**config.mk**
```make
export PLATFORM = sky130hd
export DESIGN_NAME = ps2_host_tx_queue
export DESIGN_NICKNAME = d
export VERILOG_FILES = /design/src/rtl/ps2_pkg.sv /design/src/rtl/ps2_tx_fifo.sv /design/src/rtl/ps2_host_tx_queue.sv
export SDC_FILE = /design/constraint.sdc
export NUM_CORES = 1
export LEC_CHECK = 0
export ABC_AREA = 1
export CORE_MARGIN = 5
export CORE_UTILIZATION = 65
export DETAILED_ROUTE_END_ITERATION = 10
export GPL_TIMING_DRIVEN = 0
export PLACE_DENSITY = 0.89
export SYNTH_ARGS = -nofsm -noshare
export SYNTH_HDL_FRONTEND = slang
export SYNTH_SLANG_ARGS = --single-unit
```
**constraint.sdc**
```tcl
create_clock -name CLK -period 5.15 [get_ports CLK]
set_clock_uncertainty 0.05 [all_clocks]
set_input_delay 0.7725 -clock CLK [delete_from_list [all_inputs] [get_ports CLK]]
set_output_delay 0.7725 -clock CLK [all_outputs]
set_load 0.01 [all_outputs]
```
**src/rtl/ps2_pkg.sv**
```systemverilog
// Shared types, error codes and helpers for the PS/2 host transmit path.
package ps2_pkg;

    typedef enum logic [2:0] {
        ST_IDLE,
        ST_INHIBIT,
        ST_REQ,
        ST_SHIFT,
        ST_ACK,
        ST_WAIT_IDLE
    } state_t;

    localparam logic [1:0] ERR_NONE    = 2'b00;
    localparam logic [1:0] ERR_NACK    = 2'b01;
    localparam logic [1:0] ERR_TIMEOUT = 2'b10;

    function automatic logic odd_parity(input logic [7:0] b);
        return ~^b;
    endfunction

    // 64-bit product: 2000 us at 50 MHz already exceeds 32 bits.
    function automatic int unsigned us_to_cycles(input int unsigned us, input int unsigned freq_hz);
        longint unsigned p;
        p = 64'(us) * 64'(freq_hz);
        return 32'(p / 64'd1_000_000);
    endfunction

endpackage

```
**src/rtl/ps2_tx_fifo.sv**
```systemverilog
// Command byte queue; full/empty come from the occupancy count, pointers wrap at DEPTH.
module ps2_tx_fifo #(
    parameter int unsigned WIDTH = 8,
    parameter int unsigned DEPTH = 4
) (
    input  logic                     clk,
    input  logic                     rst_n,
    input  logic                     push,
    input  logic [WIDTH-1:0]         wdata,
    input  logic                     pop,
    output logic [WIDTH-1:0]         rdata,
    output logic [$clog2(DEPTH):0]   count,
    output logic                     full,
    output logic                     empty
);
    localparam int unsigned AW = $clog2(DEPTH);
    localparam logic [AW-1:0] PTR_ONE = AW'(1);
    localparam logic [AW:0]   CNT_ONE = (AW+1)'(1);
    localparam logic [AW:0]   CNT_FULL = (AW+1)'(DEPTH);

    logic [WIDTH-1:0] mem_q [DEPTH];
    logic [AW-1:0]    wr_ptr_q, wr_ptr_d;
    logic [AW-1:0]    rd_ptr_q, rd_ptr_d;
    logic [AW:0]      count_q, count_d;
    logic             push_ok, pop_ok;

    assign empty   = (count_q == '0);
    assign full    = (count_q == CNT_FULL);
    assign pop_ok  = pop && !empty;
    assign push_ok = push && (!full || pop_ok);
    assign rdata   = mem_q[rd_ptr_q];
    assign count   = count_q;

    always_comb begin
        wr_ptr_d = wr_ptr_q;
        rd_ptr_d = rd_ptr_q;
        count_d  = count_q;
        if (push_ok) wr_ptr_d = wr_ptr_q + PTR_ONE;
        if (pop_ok)  rd_ptr_d = rd_ptr_q + PTR_ONE;
        if (push_ok && !pop_ok)      count_d = count_q + CNT_ONE;
        else if (pop_ok && !push_ok) count_d = count_q - CNT_ONE;
    end

    always_ff @(posedge clk) begin
        if (push_ok) mem_q[wr_ptr_q] <= wdata;
    end

    always_ff @(posedge clk or negedge rst_n) begin
        if (!rst_n) begin
            wr_ptr_q <= '0;
            rd_ptr_q <= '0;
            count_q  <= '0;
        end else begin
            wr_ptr_q <= wr_ptr_d;
            rd_ptr_q <= rd_ptr_d;
            count_q  <= count_d;
        end
    end

endmodule

```
**src/rtl/ps2_host_tx_queue.sv**
```systemverilog
// PS/2 host-to-device transmitter: queued command bytes, ACK check, retry on NACK/timeout.
module ps2_host_tx_queue
    import ps2_pkg::*;
#(
    parameter int unsigned CLK_FREQ_HZ = 50_000_000,
    parameter int unsigned INHIBIT_US  = 100,
    parameter int unsigned TIMEOUT_US  = 2000,
    parameter int unsigned FIFO_DEPTH  = 4,
    parameter int unsigned MAX_RETRY   = 2
) (
    input  logic                          CLK,
    input  logic                          RESET_N,
    input  logic                          CLK_MOUSE_IN,
    input  logic                          DATA_MOUSE_IN,
    output logic                          CLK_MOUSE_OUT_EN,
    output logic                          DATA_MOUSE_OUT,
    output logic                          DATA_MOUSE_OUT_EN,
    input  logic                          SEND_BYTE,
    input  logic [7:0]                    BYTE_TO_SEND,
    output logic                          READY,
    output logic [$clog2(FIFO_DEPTH):0]   QUEUE_COUNT,
    output logic                          BYTE_SENT,
    output logic                          BYTE_ERROR,
    output logic [1:0]                    ERR_CODE
);
    localparam int unsigned INH_CYC  = us_to_cycles(INHIBIT_US, CLK_FREQ_HZ);
    localparam int unsigned TO_CYC   = us_to_cycles(TIMEOUT_US, CLK_FREQ_HZ);
    localparam int unsigned INH_W    = $clog2(INH_CYC + 1);
    localparam int unsigned TO_W     = $clog2(TO_CYC + 1);
    localparam int unsigned RW       = $clog2(MAX_RETRY + 1) + 1;
    localparam logic [INH_W-1:0] INH_LAST  = INH_W'(INH_CYC - 1);
    localparam logic [INH_W-1:0] INH_START = INH_W'(INH_CYC - INH_CYC / 5);
    localparam logic [INH_W-1:0] INH_ONE   = INH_W'(1);
    localparam logic [TO_W-1:0]  TO_LAST   = TO_W'(TO_CYC - 1);
    localparam logic [TO_W-1:0]  TO_ONE    = TO_W'(1);
    localparam logic [RW-1:0]    RETRY_MAX = RW'(MAX_RETRY);
    localparam logic [RW-1:0]    RETRY_ONE = RW'(1);

    logic clk_s1_q, clk_s2_q, clk_prev_q, data_s1_q, data_s2_q;
    logic fall_q, fall_d;

    state_t            state_q, state_d;
    logic [7:0]        byte_q, byte_d;
    logic [9:0]        frame_q, frame_d;
    logic [3:0]        bit_cnt_q, bit_cnt_d;
    logic [INH_W-1:0]  inh_cnt_q, inh_cnt_d, inh_nxt;
    logic [TO_W-1:0]   to_cnt_q, to_cnt_d, to_nxt;
    logic [RW-1:0]     retry_q, retry_d;
    logic              clk_en_q, clk_en_d, data_en_q, data_en_d;
    logic              byte_sent_q, byte_sent_d, byte_error_q, byte_error_d;
    logic [1:0]        err_q, err_d;

    logic        fifo_pop, fifo_full, fifo_empty;
    logic [7:0]  fifo_rdata;
    logic        fail, enter_inh, timed_out;
    logic [1:0]  fail_code;

    ps2_tx_fifo #(.WIDTH(8), .DEPTH(FIFO_DEPTH)) u_fifo (
        .clk   (CLK),
        .rst_n (RESET_N),
        .push  (SEND_BYTE),
        .wdata (BYTE_TO_SEND),
        .pop   (fifo_pop),
        .rdata (fifo_rdata),
        .count (QUEUE_COUNT),
        .full  (fifo_full),
        .empty (fifo_empty)
    );

    assign fall_d    = clk_prev_q & ~clk_s2_q;
    assign inh_nxt   = inh_cnt_q + INH_ONE;
    assign to_nxt    = fall_q ? '0 : to_cnt_q + TO_ONE;
    assign timed_out = (to_cnt_q == TO_LAST);

    always_comb begin
        state_d      = state_q;
        byte_d       = byte_q;
        frame_d      = frame_q;
        bit_cnt_d    = bit_cnt_q;
        inh_cnt_d    = inh_cnt_q;
        to_cnt_d     = to_cnt_q;
        retry_d      = retry_q;
        clk_en_d     = clk_en_q;
        data_en_d    = data_en_q;
        err_d        = err_q;
        byte_sent_d  = 1'b0;
        byte_error_d = 1'b0;
        fifo_pop     = 1'b0;
        fail         = 1'b0;
        fail_code    = ERR_NONE;
        enter_inh    = 1'b0;

        case (state_q)
            ST_IDLE: begin
                if (!fifo_empty) begin
                    fifo_pop  = 1'b1;
                    byte_d    = fifo_rdata;
                    retry_d   = '0;
                    enter_inh = 1'b1;
                end
            end
            ST_INHIBIT: begin
                inh_cnt_d = inh_nxt;
                data_en_d = (inh_nxt >= INH_START);
                if (inh_cnt_q == INH_LAST) begin
                    state_d   = ST_REQ;
                    clk_en_d  = 1'b0;
                    data_en_d = 1'b1;
                    to_cnt_d  = '0;
                    bit_cnt_d = '0;
                    frame_d   = {1'b1, odd_parity(byte_q), byte_q};
                end
            end
            ST_REQ, ST_SHIFT: begin
                to_cnt_d = to_nxt;
                if (fall_q) begin
                    data_en_d = ~frame_q[0];
                    frame_d   = frame_q >> 1;
                    bit_cnt_d = bit_cnt_q + 4'd1;
                    state_d   = ST_SHIFT;
                    if (state_q == ST_SHIFT && bit_cnt_q == 4'd9) begin
                        state_d   = ST_ACK;
                        data_en_d = 1'b0;
                    end
                end else if (timed_out) begin
                    fail      = 1'b1;
                    fail_code = ERR_TIMEOUT;
                end
            end
            ST_ACK: begin
                to_cnt_d = to_nxt;
                if (fall_q) begin
                    if (!data_s2_q) state_d = ST_WAIT_IDLE;
                    else begin
                        fail      = 1'b1;
                        fail_code = ERR_NACK;
                    end
                end else if (timed_out) begin
                    fail      = 1'b1;
                    fail_code = ERR_TIMEOUT;
                end
            end
            ST_WAIT_IDLE: begin
                to_cnt_d = to_nxt;
                if (clk_s2_q && data_s2_q) begin
                    byte_sent_d = 1'b1;
                    state_d     = ST_IDLE;
                end else if (timed_out) begin
                    fail      = 1'b1;
                    fail_code = ERR_TIMEOUT;
                end
            end
            default: state_d = ST_IDLE;
        endcase

        // A failed attempt either restarts INHIBIT with the held byte or drops it.
        if (fail) begin
            clk_en_d  = 1'b0;
            data_en_d = 1'b0;
            err_d     = fail_code;
            if (retry_q < RETRY_MAX) begin
                retry_d   = retry_q + RETRY_ONE;
                enter_inh = 1'b1;
            end else begin
                byte_error_d = 1'b1;
                retry_d      = '0;
                state_d      = ST_IDLE;
            end
        end
        if (enter_inh) begin
            state_d   = ST_INHIBIT;
            inh_cnt_d = '0;
            clk_en_d  = 1'b1;
            data_en_d = (INH_START == '0);
        end
    end

    always_ff @(posedge CLK or negedge RESET_N) begin
        if (!RESET_N) begin
            clk_s1_q     <= 1'b1;
            clk_s2_q     <= 1'b1;
            clk_prev_q   <= 1'b1;
            data_s1_q    <= 1'b1;
            data_s2_q    <= 1'b1;
            fall_q       <= 1'b0;
            state_q      <= ST_IDLE;
            byte_q       <= '0;
            frame_q      <= '0;
            bit_cnt_q    <= '0;
            inh_cnt_q    <= '0;
            to_cnt_q     <= '0;
            retry_q      <= '0;
            clk_en_q     <= 1'b0;
            data_en_q    <= 1'b0;
            byte_sent_q  <= 1'b0;
            byte_error_q <= 1'b0;
            err_q        <= ERR_NONE;
        end else begin
            clk_s1_q     <= CLK_MOUSE_IN;
            clk_s2_q     <= clk_s1_q;
            clk_prev_q   <= clk_s2_q;
            data_s1_q    <= DATA_MOUSE_IN;
            data_s2_q    <= data_s1_q;
            fall_q       <= fall_d;
            state_q      <= state_d;
            byte_q       <= byte_d;
            frame_q      <= frame_d;
            bit_cnt_q    <= bit_cnt_d;
            inh_cnt_q    <= inh_cnt_d;
            to_cnt_q     <= to_cnt_d;
            retry_q      <= retry_d;
            clk_en_q     <= clk_en_d;
            data_en_q    <= data_en_d;
            byte_sent_q  <= byte_sent_d;
            byte_error_q <= byte_error_d;
            err_q        <= err_d;
        end
    end

    assign CLK_MOUSE_OUT_EN  = clk_en_q;
    assign DATA_MOUSE_OUT    = 1'b0;
    assign DATA_MOUSE_OUT_EN = data_en_q;
    assign READY             = ~fifo_full;
    assign BYTE_SENT         = byte_sent_q;
    assign BYTE_ERROR        = byte_error_q;
    assign ERR_CODE          = err_q;

endmodule

```
Yosys cells after proc, flatten, opt, wreduce, memory -nomap -nowiden
Memory sizes are Yosys's and may differ from the RTL's. A register that Yosys moved wholly into a read port is not among the register bits. Cells that the tools add are included.

Bits of input ports: 13. Memories: 1. Bits in registers: 69. Output and inout port bits: 11. Memory bits (writable): 32. Word-level logic and storage cells: 139.

Memories: u_fifo.mem_q (depth 4, width 8, read ports 1, clocked after memory_dff 1, write ports 1, RTL line ps2_tx_fifo.sv:21) `logic [WIDTH-1:0] mem_q [DEPTH];`.

Reduce and logical (&&, ||, !) cells: 31. Bitwise operators: 5. $add $sub $neg: 8. Equality and inequality tests: 13. Magnitude comparators: 2. Muxes and demuxes: 59.

Operator list (count): 2-to-1 mux 3 bit (15); 2-to-1 mux 17 bit (2); case mux 17 bit (2 select lines) (1); 2-to-1 mux 13 bit (2); 2-to-1 mux 1 bit (25); 2-to-1 mux 10 bit (2); case mux 10 bit (2 select lines) (1); adder 17 x 1 -> 17 bit (second input constant) (1); equality test 17 bit (second input constant) (1); case mux 3 bit (5 select lines) (1); adder 13 x 1 -> 13 bit (second input constant) (1); equality test 13 bit (second input constant) (1); greater-or-equal comparator 13 x 12 -> 1 bit (second input constant) (1); AND reduction 2 bit (5); nonzero test 2 bit (5); equality test 3 bit (second input constant) (3); 2-to-1 mux 2 bit (4); 2-to-1 mux 4 bit (2); case mux 4 bit (2 select lines) (1); XNOR reduction 8 bit (1); adder 3 x 1 -> 3 bit (second input constant) (2); equality test 3 x 2 -> 1 bit (second input constant) (2); logical AND 1 bit (6); logical NOT 3 bit (2); 21 further kinds (31).

Longest topological paths before layout
Word-level depth: 10. Depth in mapped cells: 11. Depth with buffers taken out: 11.

Modules after synthesis
Synthesis repeated with hierarchy kept, for this count alone.

Cells, all modules: 624. Area total of the unflattened synthesis: 5432.7 um^2.

Modules (own cells, without submodules): ps2_host_tx_queue (sequential area each 1757.9 um^2, cells an instance 477, instances 1, area each 3739.8 um^2); ps2_tx_fifo (sequential area each 1136.1 um^2, cells an instance 147, instances 1, area each 1692.9 um^2).

Worst setup path before layout
No wires, ideal clock.

Path kind: reg2reg. Start: reg u_fifo.count_q[0] (netlist: u_fifo.count[0]). End: reg u_fifo.count_q[1] (netlist: u_fifo.count[1]). Buffers on the path: 0. Slack: 2866 ps. Stages on the path, launching flop included: 9. Required time: 4975 ps. Setup time: 125 ps. Clock period less this slack: 2284 ps. Arrival: 2109 ps. Cell sequence: dfrtp_1 -> nor3_1 -> inv_1 -> o21ai_1 -> inv_1 -> ha_1 -> inv_1 -> fa_1 -> mux2_2.

Elaborated cells between the ends (all ways): 18. Those cells by class: 2 x add/sub; 1 x eq/ne; 4 x mux; 11 x reduce/logical.

RTL lines: from (decl) (RTL line ps2_tx_fifo.sv:24) `logic [AW:0] count_q, count_d;`; from (signal assigned) (RTL line ps2_tx_fifo.sv:56) `count_q <= count_d;`; logical NOT 3 bit (RTL line ps2_tx_fifo.sv:27) `assign empty = (count_q == '0);`; 2-to-1 mux 1 bit (RTL line ps2_host_tx_queue.sv:95) `if (!fifo_empty) begin`; 2-to-1 mux 1 bit (RTL line ps2_host_tx_queue.sv:93) `case (state_q)`; logical AND 1 bit (RTL line ps2_tx_fifo.sv:29) `assign pop_ok = pop && !empty;`; logical OR 1 bit (*) (RTL line ps2_tx_fifo.sv:30) `assign push_ok = push && (!full || pop_ok);`; logical AND 1 bit (*) (RTL line ps2_tx_fifo.sv:30); net u_fifo.push_ok (RTL line ps2_tx_fifo.sv:25) `logic push_ok, pop_ok;`; logical AND 1 bit (*) (RTL line ps2_tx_fifo.sv:40) `if (push_ok && !pop_ok) count_d = count_q + CNT_ONE;`; 2-to-1 mux 3 bit (*) (RTL line ps2_tx_fifo.sv:40); net u_fifo.count_d[1] (RTL line ps2_tx_fifo.sv:24).

Mark *: on every way through the listed nets, which the timed path passes. The rest lies on a longest branch. The select of a mux whose other input is x is not followed. A chain may end at the register's enable or synchronous reset.

Worst setup path in the final report
Start: reg state_q[0]. End: reg u_fifo.count_q[2] (netlist: u_fifo.count[2]).

Word-level cells in the longest chain between the ends: 8. Elaborated cells between the ends (all ways): 11. Those cells by class: 2 x mux; 9 x reduce/logical.

Ends and longest elaborated chain: from (decl) (RTL line ps2_host_tx_queue.sv:42) `state_t state_q, state_d;`; from (signal assigned) (RTL line ps2_host_tx_queue.sv:205) `state_q <= state_d;`; logical NOT 3 bit (*) (RTL line ps2_host_tx_queue.sv:93); 2-to-1 mux 1 bit (*) (RTL line ps2_host_tx_queue.sv:93); logical AND 1 bit (*) (RTL line ps2_tx_fifo.sv:29); logical OR 1 bit (*) (RTL line ps2_tx_fifo.sv:30); logical AND 1 bit (*) (RTL line ps2_tx_fifo.sv:30); net u_fifo.push_ok (RTL line ps2_tx_fifo.sv:25); logical NOT 1 bit (RTL line ps2_tx_fifo.sv:41) `else if (pop_ok && !push_ok) count_d = count_q - CNT_ONE;`; logical AND 1 bit (RTL line ps2_tx_fifo.sv:41); nonzero test 2 bit (no source line).

Mark *: on every way through the listed nets, which the timed path passes. The rest lies on a longest branch.

==> run_results.csv <==
group,metric,value,unit
outcome,status,"finished clean",
sta,finalCritPeriodShare,0.5023,
die,core,8217,um^2
routing,wl_per_cell,15.36,um
routing,wl,11690,um
global_routing,use_met2,0.4130,
critical_path,required,5.37,ns
final_layout,layout_commonest_cell,"nand2_1",
clocking,cts_setup_buffers,0,
synth,synth-edff-count,32,
global_routing,grt_pass1_vias,4284,
routing,ant_nets,0,
run,cap_violations,0,
clocking,cts.path.max_buffers,2,
synth,syn_area,5474,um^2
die,start_util,0.6662,
die,die_w,101.8,um
synth,avgSynthCellArea,8.872,um^2
synth,yosys_warnings,0,
place,portBuffers,22,
final_layout,drive_above_1_share,0.09604,
routing,initialDrtViolationCount,344,
clocking,cts-root-buf,"clkbuf_8",
die,rows,33,
critical_path,startpoint_type,"flop",
die,die-area,10360,um^2
synth,synth_seq_cells,109,
sta,grt_setup_unrepaired,"false",
worst_hold_path,hold_class,"input pin to async pin",
global_routing,grt_max_degree,43,
sta,setup_ws,2.563,ns
critical_path,worstPathArrival,2.81,ns
clocking,hold_buffers,0,
sta,fin_crit,2.587,ns
clocking,cts_resized,0,
place,gp_congestion,0.9450,
pwr,ir_worst_vdd,277.4,uV
final_layout,final_nets,675,
synth,ys_seq_area_frac,0.5287,
clocking,cts_buffers,9,
final_layout,instances_no_fill,761,
clocking,cts_tree,"yes",
place,dpl_worst_slack,2.432,ns
sta,slew_viol_final,0,
routing,drc_errors,0,
clocking,clkLatencyLatePin,0.38,ns
sta,fmax,386.6,MHz
sta,tightest_slew,0.7672,ns
sta,tns,0,ns
sta,final_hold_viol_count,0,
sta,final-setup-viol-count,0,
sta,slew_headroom,0.4867,
final_layout,final_util,0.7361,
routing,drt-pass1-iter-count,5,
die,ios,24,
global_routing,top_usage_layer,"met2",
sta,final.hold.worst_slack,0.2767,ns
synth,synth-main-ff-cell,"dfrtp_1",
global_routing,track_usage,0.2469,
global_routing,gr-usage-met3,0.04063,
clocking,htree_levels,3,
pwr,power_density,287.4,nW/um^2
clocking,cts.clk_slew.worst_paths,0.12,ns
global_routing,grt_pass1_wl,20030,um
final_layout,antenna-diode-count,0,
synth,synthCells,617,
synth,yosysUniqueCellTypes,44,
routing,via_count,4462,
critical_path,critPathKind,"flop to flop",
critical_path,crit_fanout,6,
critical_path,end_kind,"flop",
synth,syn_nets,641,
global_routing,overflow,0,
final_layout,area_growth,10.49,%
pwr,leakage,2.605,nW
routing,routed_via_density,5.863,
final_layout,layout_common_cells,"nand2_1 (111), nor2_1 (91), dfrtp_1 (72), inv_1 (59), o21ai_0 (53)",
global_routing,globalRouteMet1Util,0.3244,
place,dp_hpwl,8352,um
synth,async_flop_share,0.7064,
place,place_inst,745,
clocking,clock-sinks,109,
die,die_h,101.8,um
global_routing,grt_antenna_before_repair,0,
[cell families after synthesis]
kind of cell / count (synthesis) / synth area share
compound gates: 97 / 0.09920
xor+xnor: 20 / 0.03200
fa+ha+maj: 11 / 0.02651
buf+inv: 82 / 0.06674
flops: 109 / 0.5287
mux: 1 / 0.002057
other cells: 1 / 0.0006851
simple gates: 296 / 0.2441
[cell usage after synthesis (2+ instances only)]
cell type | instances | area share
clkbuf_1 | 7 | 0.0048
nand3_1 | 39 | 0.036
nand3_2 | 2 | 0.0037
a21oi_2 | 5 | 0.0080
dfstp_2 | 5 | 0.024
nand2_2 | 2 | 0.0023
o21ai_0 | 53 | 0.048
nor2_1 | 91 | 0.062
buf_2 | 4 | 0.0037
inv_2 | 3 | 0.0021
a21oi_1 | 19 | 0.017
o21ai_1 | 6 | 0.0055
ha_1 | 10 | 0.023
a31oi_1 | 7 | 0.0080
xor2_1 | 12 | 0.019
inv_1 | 59 | 0.040
or2_2 | 2 | 0.0023
nor2_2 | 5 | 0.0057
nand2_1 | 111 | 0.076
buf_6 | 3 | 0.0062
nor3_1 | 11 | 0.010
buf_4 | 3 | 0.0041
nor4_1 | 4 | 0.0046
dfrtp_1 | 72 | 0.33
o21bai_1 | 2 | 0.0027
nand2_4 | 4 | 0.0082
edfxtp_1 | 32 | 0.18
nand4_1 | 21 | 0.024
xnor2_1 | 8 | 0.013
[critical path, stage by stage (launching register included)]
cell and delay, ns:
dfrtp_1 0.41, inv_1 0.18, nand2_2 0.13, nor2_1 0.32
o21ai_1 0.25, inv_1 0.15, ha_1 0.15, inv_1 0.07
fa_1 0.38, a21oi_1 0.14, o21ai_0 0.11, xor2_1 0.15
[state kept, by name (all words and copies together) (netlist names)]
signal,flops
BYTE_SENT,1
inh_cnt_q,13
u_fifo.count,3
u_fifo.rd_ptr_q,2
to_cnt_q,17
clk_s1_q,1
data_s2_q,1
bit_cnt_q,4
clk_s2_q,1
frame_q,10
fall_q,1
clk_prev_q,1
retry_q,3
u_fifo.wr_ptr_q,2
byte_q,8
state_q,3
data_s1_q,1
ERR_CODE,2
DATA_MOUSE_OUT_EN,1
BYTE_ERROR,1
u_fifo.mem_q,32
CLK_MOUSE_OUT_EN,1
[final timing paths]
check	start	endpoint	slack, ns	depth (start not counted)
max in group asynchronous	RESET_N	clk_prev_q$_DFF_PN1_	4.14	2
min in group CLK	data_s1_q$_DFF_PN1_	data_s2_q$_DFF_PN1_	0.32	0
hold reg to reg	data_s1_q$_DFF_PN1_	data_s2_q$_DFF_PN1_	0.32	0
setup reg to reg	state_q[0]$_DFF_PN0_	u_fifo.count[2]$_DFFE_PN0P_	2.56	11
hold / removal	RESET_N	to_cnt_q[9]$_DFFE_PN0P_	0.28	1
setup / recovery	state_q[0]$_DFF_PN0_	u_fifo.count[2]$_DFFE_PN0P_	2.56	11
[cell type report]
cell class                      instances  area (um^2)
Multi-Input combinational cell        426         2215
Clock inverter                          7        81.33
Timing Repair Buffer                   23        237.7
Tap cell                              105        131.4
Buffer                                 18        122.6
Inverter                               64        242.7
Clock buffer                            9        123.9
Fill cell                             577         2168
Sequential cell                       109         2894
[stage by stage]
| step | instance area, um^2 | power [mW] |
|---|---|---|
| floorplan | 5474 | 1.128 |
| global placement | 5826 | 1.204 |
| detailed placement | 5843 | 1.230 |
| CTS | 6048 | 1.751 |
| global route | 6048 | 1.821 |
| finish | 6048 | 1.739 |
[power breakdown]
| group | total (mW) | switching, mW | internal [mW] |
|---|---|---|---|
| Clock | 0.527 | 0.332 | 0.195 |
| Sequential | 1.01 | 0.0426 | 0.971 |
| Combinational | 0.198 | 0.118 | 0.0793 |
[routing by layer]
| metal | vias to the layer above | routed length, um |
|---|---|---|
| met5 | - | 0 |
| met4 | 0 | 235 |
| met3 | 29 | 708 |
| met2 | 202 | 5818 |
| met1 | 2116 | 4924 |
| li1 | 2115 | - |
Power figures use the tool's default switching activity.
